**config.mk**
```make
export PLATFORM = sky130hd
export DESIGN_NAME = sr_write_driver
export DESIGN_NICKNAME = d
export VERILOG_FILES = /design/src/rtl/sr_write_driver.sv
export SDC_FILE = /design/constraint.sdc
export NUM_CORES = 1
export LEC_CHECK = 0
export CORE_UTILIZATION = 37
export DETAILED_ROUTE_END_ITERATION = 6
export MAX_ROUTING_LAYER = met4
export PLACE_DENSITY = 0.8
export SYNTH_ARGS = -nofsm -noshare
export SYNTH_HDL_FRONTEND = slang
export SYNTH_SLANG_ARGS = --single-unit
```
**constraint.sdc**
```tcl
create_clock -name CLK -period 2.27 [get_ports CLK]
set_input_delay 0.5675 -clock CLK [delete_from_list [all_inputs] [get_ports CLK]]
set_output_delay 0.5675 -clock CLK [all_outputs]
set_load 0.01 [all_outputs]
```
**src/rtl/sr_write_driver.sv**
```systemverilog
// sr_write_driver: write front-end for the SR-latch storage array.
// Sends a set/reset pulse to one word, lets it settle, then checks the readback.
//
// Ports:
//   CLK, RST            clock; synchronous active-high reset
//   REQ_VALID/READY     write request handshake
//   REQ_ADDR, REQ_DATA  target word and value (sampled on accept)
//   S, R                set/reset lines, bit [a*DATA_W+i] = latch i of word a
//   Q                   latch outputs fed back from the array
//   DONE, ERR           completion pulse; ERR=1 flags a readback mismatch
module sr_write_driver #(
  parameter int ADDR_W     = 2,
  parameter int DATA_W     = 4,
  parameter int PULSE_CYC  = 2,
  parameter int SETTLE_CYC = 1
) (
  input  logic                             CLK,
  input  logic                             RST,
  input  logic                             REQ_VALID,
  output logic                             REQ_READY,
  input  logic [ADDR_W-1:0]                REQ_ADDR,
  input  logic [DATA_W-1:0]                REQ_DATA,
  output logic [(2**ADDR_W)*DATA_W-1:0]    S,
  output logic [(2**ADDR_W)*DATA_W-1:0]    R,
  input  logic [(2**ADDR_W)*DATA_W-1:0]    Q,
  output logic                             DONE,
  output logic                             ERR
);

  localparam int WORDS = 2**ADDR_W;

  localparam logic [1:0] ST_IDLE   = 2'd0;
  localparam logic [1:0] ST_PULSE  = 2'd1;
  localparam logic [1:0] ST_SETTLE = 2'd2;
  localparam logic [1:0] ST_VERIFY = 2'd3;

  localparam logic [3:0] PULSE_LD  = 4'(PULSE_CYC - 1);
  localparam logic [3:0] SETTLE_LD = 4'(SETTLE_CYC - 1);

  logic [1:0]        state_q, state_d;
  logic [3:0]        cnt_q, cnt_d;
  logic [ADDR_W-1:0] addr_q, addr_d;
  logic [DATA_W-1:0] data_q, data_d;
  logic [DATA_W-1:0] q_sel;

  always_comb begin
    state_d = state_q;
    cnt_d   = cnt_q;
    addr_d  = addr_q;
    data_d  = data_q;
    case (state_q)
      ST_IDLE: begin
        if (REQ_VALID) begin
          addr_d  = REQ_ADDR;
          data_d  = REQ_DATA;
          cnt_d   = PULSE_LD;
          state_d = ST_PULSE;
        end
      end
      ST_PULSE: begin
        if (cnt_q == 4'd0) begin
          cnt_d   = SETTLE_LD;
          state_d = ST_SETTLE;
        end else begin
          cnt_d = cnt_q - 4'd1;
        end
      end
      ST_SETTLE: begin
        if (cnt_q == 4'd0) begin
          state_d = ST_VERIFY;
        end else begin
          cnt_d = cnt_q - 4'd1;
        end
      end
      default: begin
        state_d = ST_IDLE;
      end
    endcase
  end

  always_ff @(posedge CLK) begin
    if (RST) begin
      state_q <= ST_IDLE;
      cnt_q   <= '0;
      addr_q  <= '0;
      data_q  <= '0;
    end else begin
      state_q <= state_d;
      cnt_q   <= cnt_d;
      addr_q  <= addr_d;
      data_q  <= data_d;
    end
  end

  // S/R come only from registered state, so S and R are complementary
  // on one slice during PULSE and all-zero otherwise.
  always_comb begin
    S     = '0;
    R     = '0;
    q_sel = '0;
    for (int w = 0; w < WORDS; w++) begin
      if (addr_q == ADDR_W'(w)) begin
        q_sel = Q[w*DATA_W +: DATA_W];
        if (state_q == ST_PULSE) begin
          S[w*DATA_W +: DATA_W] = data_q;
          R[w*DATA_W +: DATA_W] = ~data_q;
        end
      end
    end
  end

  assign REQ_READY = (state_q == ST_IDLE);
  assign DONE      = (state_q == ST_VERIFY);
  assign ERR       = DONE && (q_sel != data_q);

endmodule

```
# Yosys cells after proc, flatten, opt, wreduce, memory -nomap -nowiden
# Index checks and enable logic that the tools add are counted.
[totals]
register_bits = 12
[classes]
n_addsub = 1
eq_ne = 11
n_mux = 22
n_bitwise = 1
n_reduce_logical = 8
[ops]
columns = ["op", "count"]
rows = [
  ["4-bit two-way mux", 17],
  ["4-bit one-hot mux with 3 select lines", 1],
  ["2-bit == test, second input constant", 4],
  ["2-bit != test, second input constant", 4],
  ["2-bit two-way mux", 3],
  ["2-bit one-hot mux with 3 select lines", 1],
  ["3-bit AND reduction", 2],
  ["2-bit by 1-bit == test with 1-bit output, second input constant", 2],
  ["2-bit logical NOT", 2],
  ["4-bit logical NOT", 1],
  ["4-bit != test", 1],
  ["4-bit NOT", 1],
  ["4-bit by 1-bit subtractor with 4-bit output, second input constant", 1],
  ["3-bit nonzero test", 1],
  ["2-bit AND reduction", 1],
  ["1-bit logical AND", 1],
]

# Longest topological paths before layout
# Gate-level depths: netlist of the first run.
[depth]
depth_word = 7
ltp_mapped = 7
depth_no_buf = 6

# Worst setup path before layout of the first run
# OpenSTA, ideal clock, no wires.
[synth_path]
path_kind = "in2out"
startpoint = "input port Q[14]"
endpoint = "output port ERR"
arrival_ps = 1622
required_time_ps = 1702
setup_slack_ps = 80
cell_stages = 3
n_path_buf = 0
cell_sequence = "mux4_2 > xor2_1 > o41a_1"
[synth_between]
elab_chain_len = 3
[synth_lines]
columns = ["element", "line", "text"]
rows = [
  ["start, declared", "25", "input logic [(2**ADDR_W)*DATA_W-1:0] Q,"],
  ["4-bit two-way mux", "102", "if (addr_q == ADDR_W'(w)) begin"],
  ["4-bit != test", "114", "assign ERR = DONE && (q_sel != data_q);"],
  ["1-bit logical AND", "114", ""],
  ["end, declared", "27", "output logic ERR"],
]
# Every way passes these cells.

# Worst setup path in the final report of the first run
[layout_path]
startpoint = "input port Q[6]"
endpoint = "output port ERR"
[layout_between]
elab_chain_len = 5
[layout_lines]
columns = ["element", "line"]
rows = [
  ["4-bit two-way mux (3 in series)", "102"],
  ["4-bit != test", "114"],
  ["1-bit logical AND", "114"],
]
# Every way passes these cells.

==> results of run 1 <==
-- layout by cell type (no fill, tap or decap), types with 2 or more instances in the layout --
cell	n
sky130_fd_sc_hd__ha_1	6
sky130_fd_sc_hd__dfxtp_1	9
sky130_fd_sc_hd__nand2_1	14
sky130_fd_sc_hd__clkbuf_4	3
sky130_fd_sc_hd__buf_4	5
sky130_fd_sc_hd__inv_1	4
sky130_fd_sc_hd__clkdlybuf4s15_1	11
sky130_fd_sc_hd__a21oi_1	10
sky130_fd_sc_hd__xor2_1	4
sky130_fd_sc_hd__nor3_1	4
sky130_fd_sc_hd__mux4_2	4
sky130_fd_sc_hd__dfxtp_2	2
sky130_fd_sc_hd__dlygate4sd2_1	27
sky130_fd_sc_hd__nor2_1	37
sky130_fd_sc_hd__clkdlybuf4s50_1	15
sky130_fd_sc_hd__nand2b_1	5
sky130_fd_sc_hd__dlymetal6s2s_1	6
sky130_fd_sc_hd__o21ai_0	3
sky130_fd_sc_hd__nand3_1	6
sky130_fd_sc_hd__nor2b_1	2
sky130_fd_sc_hd__buf_2	2
-- cells by family after synthesis --
kind of cell,count (synthesis)
XOR/XNOR,4
adder cells (fa/ha/maj),7
buffers and inverters,14
multiplexers,5
AO/OA/AOI/OAI,18
flip-flops,12
AND/OR/NAND/NOR,76
-- worst max path at each step --
stage | startpoint | end | cells past startpoint
after floorplan | Q[14] | ERR | 3
after global placement | Q[8] | ERR | 5
after detailed placement | Q[8] | ERR | 5
after CTS | addr_q[0] | ERR | 4
after global routing | addr_q[0] | ERR | 4
final | Q[6] | ERR | 5
-- sequential cells by signal, summed over array words and instances (netlist names) --
name	count
data_q	4
addr_q	2
state_q	2
cnt_q	4
-- power breakdown --
group,internal [mW],total (mW),switching [mW]
sequential,0.262,0.328,0.0660
clock,0.0977,0.177,0.0794
combinational,0.385,0.832,0.446
-- worst max-delay path: stages --
cell and delay, ns:
sky130_fd_sc_hd__dlygate4sd2_1 0.22, sky130_fd_sc_hd__mux4_2 0.45, sky130_fd_sc_hd__xor2_1 0.16, sky130_fd_sc_hd__o41a_1 0.40, sky130_fd_sc_hd__buf_2 0.14
-- per-stage QoR --
stage          hold slack, ns  setup TNS [ns]  utilization (%)  instances
2_1_floorplan          0.4455               0                -        136
3_3_place_gp           0.4599         -0.7741            63.81        220
3_5_place_dp           0.4712         -0.7733            63.81        220
4_1_cts                0.4811          -1.409            64.61        226
5_1_grt                0.5008          -1.207            65.92        227
6_report               0.4814         -0.7722            65.92        227
-- what timing repair did --
action	in CTS	in global routing
hold buffers	0	0
endpoints found under the setup margin	33	12
setup buffers	2	1
gates resized for setup	58	10
pin swaps	1	1
-- area by class of cell --
class	count	area share, %
tap	30	2.278
clock buffer	4	2.202
sequential	12	14.96
inverter	5	1.139
timing repair buffer	66	37.59
multi-input combinational	110	41.84
-- layer usage --
metal  track usage [%]  vias up  share of wire, %
li1                  -      581                 -
met1             23.60      539                39
met2             47.50       46                52
met3             4.802        4               8.2
met4             8.772        0               1.0
met5                 -        -                 0
==> impl.org, run 1 <==
** Clock network
- Maximum level of the CTS H-tree :: 1
- At the later pin of the worst-skew pair, clock insertion delay measures 0.28 ns.
- Clock root buffer :: sky130_fd_sc_hd__clkbuf_4
- TritonCTS created 3 clock buffers.
- TritonCTS clock tree :: done
- Maximum clock path buffer count :: 2
- Register clock-pin slew on the reported worst setup and hold paths :: 0.08 ns
- Number of sinks driven by the clock tree :: 12

** Worst setup path
- Register-to-Register Path Depth :: 9
- WP data required :: 1.70 ns
- For flop-to-flop paths, the worst setup slack is 0.26 ns.
- The worst setup path is captured at an output port.
- Data on the critical path arrives at its endpoint at 1.94 ns.
- Worst-path fanout max :: 1
- CP Launch Type :: input pin
- R2r endpoint :: cnt_q[1]
- Path type of the worst setup path :: in2out
- Critical R2R Launch :: state_q[1]

** Timing
- Share of the clock period used by the worst path :: 110.5%
- Headroom to the max-slew limit came out at 66.31%.
- Setup repair after global routing missed its margin :: yes
- Transition time of the tightest slew-check pin :: 0.4983 ns
- Across the routed clock network, the largest skew measured is 0.005027 ns.
- Max Fclk :: 0.3987 GHz
- Across all setup checks in the final design, the least slack found is -0.2381 ns.
- Setup violations remaining at the end of the flow were counted as 6.
- Final Hold Vio Count :: 0
- The final number of max-transition violations is 0.
- The worst path in the final design needs a cycle of 2.508 ns, including I/O delays and setup.

** Power and ir drop
- After layout, the design draws a total of 1.337 mW.
- The analysis attributes to cell leakage a power of 0.8367 nW.
- Cell area power density :: 811.5 mW/mm^2
- Peak supply drop :: 0.7638 mV

** Yosys
- In this run, synthesis produced a sequential element count of 12.
- Count of flip-flops with a built-in enable after synthesis :: 0
- Adder and majority cell fraction of the synthesized area :: 8.872%
- Main flop type after synthesis :: sky130_fd_sc_hd__dfxtp_1
- Post-synth top area cell :: sky130_fd_sc_hd__dfxtp_1
- Mean post-synth cell area :: 7.259 sq um
- Synthesized cell area :: 987.2 sq um
- The commonest cells after synthesis are sky130_fd_sc_hd__nor2_1, sky130_fd_sc_hd__nand2_1, sky130_fd_sc_hd__dfxtp_1.
- The Yosys step of the flow raised 0 warnings.
- After synthesis, the netlist uses 31 different library cells.
- sky130_fd_sc_hd__nor2_1 is the most common cell in the netlist.
- By area, the combinational part of the netlist is dominated by simple AND/OR/NAND/NOR gates.
- The top cell type by area accounts for 24.33% of the synthesized area.
- Of the total synthesized cell area, the portion taken by XOR and XNOR cells is 3.549%.
- Summing the areas of all compound-gate instances in the mapped netlist gives 11.03% of the synthesized area.
- The number of nets handed over by synthesis was 168.
- Counting flops with an async set or reset pin after synthesis yields a share of 0%.
- Of the post-synthesis cell area, the part taken by muxes is 10.52%.
- The share of the Yosys chip area taken by registers is 24.33%.
- After synthesis, the cell types taking the most area are sky130_fd_sc_hd__dfxtp_1, sky130_fd_sc_hd__nor2_1, sky130_fd_sc_hd__ha_1, sky130_fd_sc_hd__mux4_2, sky130_fd_sc_hd__nand2_1.
- Synthesis handed over a netlist of 136 instances.
- The synthesized netlist devotes 34.73% of its cell area to simple gates.

** Die
- Die Y :: 53.66 um
- Die Footprint :: 0.002879 sq mm
- The total area inside the core boundary comes to 0.002500 sq mm.
- Initial standard-cell utilization of the core :: 39.49%
- The floorplan has 18 rows.
- During I/O placement, the number of pins put on the boundary was 60.
- The die is 53.66 um wide.

** Finish
- In the final layout, flip-flops and latches occupy 246.5 sq um.
- Count of filler cells inserted in the layout :: 230
- Relative area change from synthesis to final layout :: 66.92%
- In the final layout, the multi-input gates occupy 689.4 sq um.
- Summing all non-filler instances in the final layout gives an area of 0.001648 sq mm.
- 0 antenna diodes ended up in the layout.
- In the final layout, the share of cells above drive strength 1 is 10.66%.
- After the last flow step, the layout net total stands at 230.

** Placed design
- Worst slack, placed :: -0.7733 ns
- Once detailed placement completed, the half-perimeter wirelength came to 2389 um.
- Routability Congestion :: 0.7958
- Count of buffers inserted at the top-level ports :: 59
- The placed instances occupy a cell area of 0.001595 sq mm.

** Route
- Number of vias per cell after detailed routing :: 5.154
- Wires add up to 3177 um.
- The routed layout has 1,170 vias.
- Number of nets still failing antenna checks after routing :: 0
- In the routed design, unresolved DRC markers number 0.
- In the final routed layout, each cell accounts on average for 14.00 um.
- DRC violation total after the first TritonRoute iteration :: 13
- The first TritonRoute pass finished after 4 iterations.

** Min path
- The path class of the tightest hold or removal check is reg2reg.
- The path with the worst hold slack has its endpoint at cnt_q[1].
- Hold Crit Depth :: 2
- Source of the worst hold timing path :: cnt_q[1]

** Run
- Max_cap viols :: 0

** GRT
- Total routing resource utilization after global routing :: 24.47%
- The number of antenna violations at the first check in global routing came to 0.
- The via count of the first global-routing pass was 1,142.
- Total gr overflow :: 0
- First-pass GRT wire length :: 4919 um
- Maximum number of pins on one net before global-route repair :: 13

** Run status
- Status :: finished, violations left
- The final reports fail on negative setup slack.
Power figures use the tool's default switching activity.
==> run 2, diff against run 1 <==
--- a/config.mk
+++ b/config.mk
@@ -5,10 +5,14 @@
 export SDC_FILE = /design/constraint.sdc
 export NUM_CORES = 1
 export LEC_CHECK = 0
-export CORE_UTILIZATION = 37
+export CAP_MARGIN = 20
+export CELL_PAD_IN_SITES_DETAIL_PLACEMENT = 1
+export CELL_PAD_IN_SITES_GLOBAL_PLACEMENT = 2
+export CORE_ASPECT_RATIO = 0.6
+export CORE_UTILIZATION = 18
 export DETAILED_ROUTE_END_ITERATION = 6
 export MAX_ROUTING_LAYER = met4
-export PLACE_DENSITY = 0.8
+export PLACE_DENSITY_LB_ADDON = 0.1
 export SYNTH_ARGS = -nofsm -noshare
 export SYNTH_HDL_FRONTEND = slang
 export SYNTH_SLANG_ARGS = --single-unit
==> run 2 against run 1 <==
The run ends with design-rule violations, negative setup slack left. Cell area increased by 2.0%. Sequential cell count unchanged. Clock power increased by 36%. Combinational power increased by 5.6%. Sequential power decreased by 3%. Hold slack got worse by 0.014 ns. Clock-buffer cell count unchanged. Worst setup slack improved by 0.031 ns. Clock skew decreased by 0.0014 ns. Non-clock buffer count increased by 1. Via count decreased by 0.17%. Largest power group unchanged.
==> impl.org, run 2 (synthesized netlist as in run 1, its figures left out) <==
** Run status
- Status: finished, violations left (unchanged).
- Failing checks: design-rule violations, negative setup slack (was negative setup slack).

** Finish
- ANT cells :: 0 (unchanged)
- Commonest cells after routing, fill and taps aside :: sky130_fd_sc_hd__nor2_1, sky130_fd_sc_hd__dlygate4sd2_1, sky130_fd_sc_hd__clkdlybuf4s50_1 (unchanged)
- The proportion of layout cells with a drive suffix above 1 is 14.14% (was 10.66%).
- Post-layout instance count excluding filler cells :: 264 (was 227)
- Largest regs :: cnt_q x4, data_q x4 (unchanged)
- Layout Nets :: 231 (was 230)
- Relative area change from synthesis to final layout :: 70.22% (was 66.92%)
- Most common library cell in the layout ignoring fill and taps :: sky130_fd_sc_hd__nor2_1 (unchanged)

** Route
- DRC violation total after the first TritonRoute iteration :: 33 (was 13)
- Via count :: 1,168 (was 1,170)
- The wire length after detailed routing is 3880 um (was 3177 um).
- Routed length per instance :: 14.70 um (was 14.00 um)
- Number of vias per cell after detailed routing :: 4.424 (was 5.154)
- The total iterations of the first detailed-routing run is 6 (was 4).
- The DRC violation count after routing was 4 (was 0).
- The number of nets with antenna violations after routing came to 0 (unchanged).

** Clock network
- The TritonCTS buffer count is 3 (unchanged).
- Clock latency on the worst-skew pair :: 0.24 ns (was 0.28 ns)
- Register clock-pin slew on the reported worst setup and hold paths :: 0.06 ns (was 0.08 ns)
- The clock sink total is 12 (unchanged).
- The largest buffer count on any clock path came to 2 (unchanged).
- The maximum level of the CTS H-tree was 1 (unchanged).
- The clock root buffer was sky130_fd_sc_hd__clkbuf_8 (was sky130_fd_sc_hd__clkbuf_4).
- The clock tree from TritonCTS was done (unchanged).

** Timing
- Worst Clk Skew :: 0.003615 ns (was 0.005027 ns)
- The slew of the pin with the lowest slew margin is 0.5046 ns (was 0.4983 ns).
- Share of the clock period used by the worst path :: 109.1% (was 110.5%)
- Setup repair after global routing missed its margin: yes (unchanged).
- Minimum setup slack in the final design :: -0.2069 ns (was -0.2381 ns)
- Final Hold Vio Count :: 0 (unchanged)
- Relative slew slack :: 66.05% (was 66.31%)
- Max Fclk :: 0.4037 GHz (was 0.3987 GHz)
- Final number of setup-violating endpoints :: 9 (was 6)
- The post-layout minimum cycle time came to 2.477 ns (was 2.508 ns).
- Pins Over Slew Limit :: 0 (unchanged)

** Die
- Die Footprint :: 0.005794 sq mm (was 0.002879 sq mm)
- The overall die width was 97.61 um (was 53.66 um).
- The die height was 59.37 um (was 53.66 um).
- The top-level port count was 60 (unchanged).
- The starting utilization of the core area was 19.06% (was 39.49%).
- The placeable core area is 0.005180 sq mm (was 0.002500 sq mm).
- The standard-cell row count was 20 (was 18).

** Placed design
- Routability Congestion :: 0.7651 (was 0.7958)
- The count of input and output buffers was 59 (unchanged).
- The placed wire-length estimate after detailed placement came to 3234 um (was 2389 um).
- The number of cells in the design after placement is 259 (was 220).

** GRT
- Maximum number of pins on one net before global-route repair :: 13 (unchanged)
- Initial antenna violation count :: 0 (unchanged)
- Vias in the first global route :: 1,135 (was 1,142)
- The global-route wire length before repair was 5899 um (was 4919 um).
- Total gr overflow :: 0 (unchanged)
- Total routing resource utilization after global routing :: 14.08% (was 24.47%)

** Power and ir drop
- Cell area power density :: 856.0 mW/mm^2 (was 811.5 mW/mm^2)
- The worst-case vdd ir drop came to 0.2462 mV (was 0.7638 mV).
- Overall power :: 1.438 mW (was 1.337 mW)
- Static power due to leakage :: 0.7492 nW (was 0.8367 nW)

** Worst setup path
- CP endpoint kind :: output port (unchanged)
- The arrival time at the worst endpoint was 1.91 ns (was 1.94 ns).
- CP Launch Type :: input pin (unchanged)
- The peak fanout along the critical path is 1 (unchanged).
- Path type of the worst setup path :: in2out (unchanged)
- WP data required :: 1.70 ns (about the same)

** Run
- Max_cap viols :: 0 (unchanged)

** Min path
- Class of the tightest hold or removal check :: reg2reg (unchanged)
[run 2: area by class of cell]
class | instances | area [sq um]
Inverter | 5 | 18.77
Sequential cell | 12 | 246.5
Timing Repair Buffer | 67 | 585.6
Fill cell | 639 | 3500
Tap cell | 66 | 82.58
Clock buffer | 4 | 55.05
Multi-Input combinational cell | 110 | 691.9
[run 2: final timing paths]
check / from / to / slack, ns / cells past startpoint
max reg2reg: cnt_q[0] / state_q[0] / 0.45 / 6
max: Q[6] / ERR / -0.21 / 5
min: cnt_q[1] / cnt_q[1] / 0.47 / 2
min reg2reg: cnt_q[1] / cnt_q[1] / 0.47 / 2
[run 2: what timing repair did]
action	in CTS	in global routing
pin swaps	1	1
setup buffers	1	0
gates resized for setup	70	6
endpoints found under the setup margin	33	9
hold buffers	0	0
[run 2: worst max-delay path, stage by stage]
cell,delay [ns]
sky130_fd_sc_hd__clkdlybuf4s15_1,0.16
sky130_fd_sc_hd__mux4_2,0.47
sky130_fd_sc_hd__xor2_2,0.16
sky130_fd_sc_hd__o41a_1,0.39
sky130_fd_sc_hd__buf_2,0.15
[run 2: per-layer routing]
layer	GRT usage [%]	share of wire (%)	vias up
li1	-	-	578
met5	-	0	-
met2	21.38	45	26
met4	1.948	0.36	0
met3	3.892	3.9	2
met1	19.11	51	562
[run 2: where the power goes]
group / switching [mW] / total, mW / internal (mW)
sequential: 0.0563 / 0.319 / 0.263
clock: 0.0866 / 0.240 / 0.154
combinational: 0.488 / 0.879 / 0.391
[run 2: stage by stage]
step           util (%)  cell area [sq um]  TNS, ns  setup WS, ns  hold WS [ns]
6_report          32.44               1680   -1.069       -0.2069        0.4677
2_1_floorplan         -              987.2        0       0.08017        0.4455
5_1_grt           32.44               1680   -1.797       -0.2426        0.5185
3_3_place_gp      32.10               1663  -0.7814       -0.7814        0.4583
3_5_place_dp      32.10               1663  -0.8186       -0.8186        0.4643
4_1_cts           32.29               1673   -1.219       -0.2032        0.4722
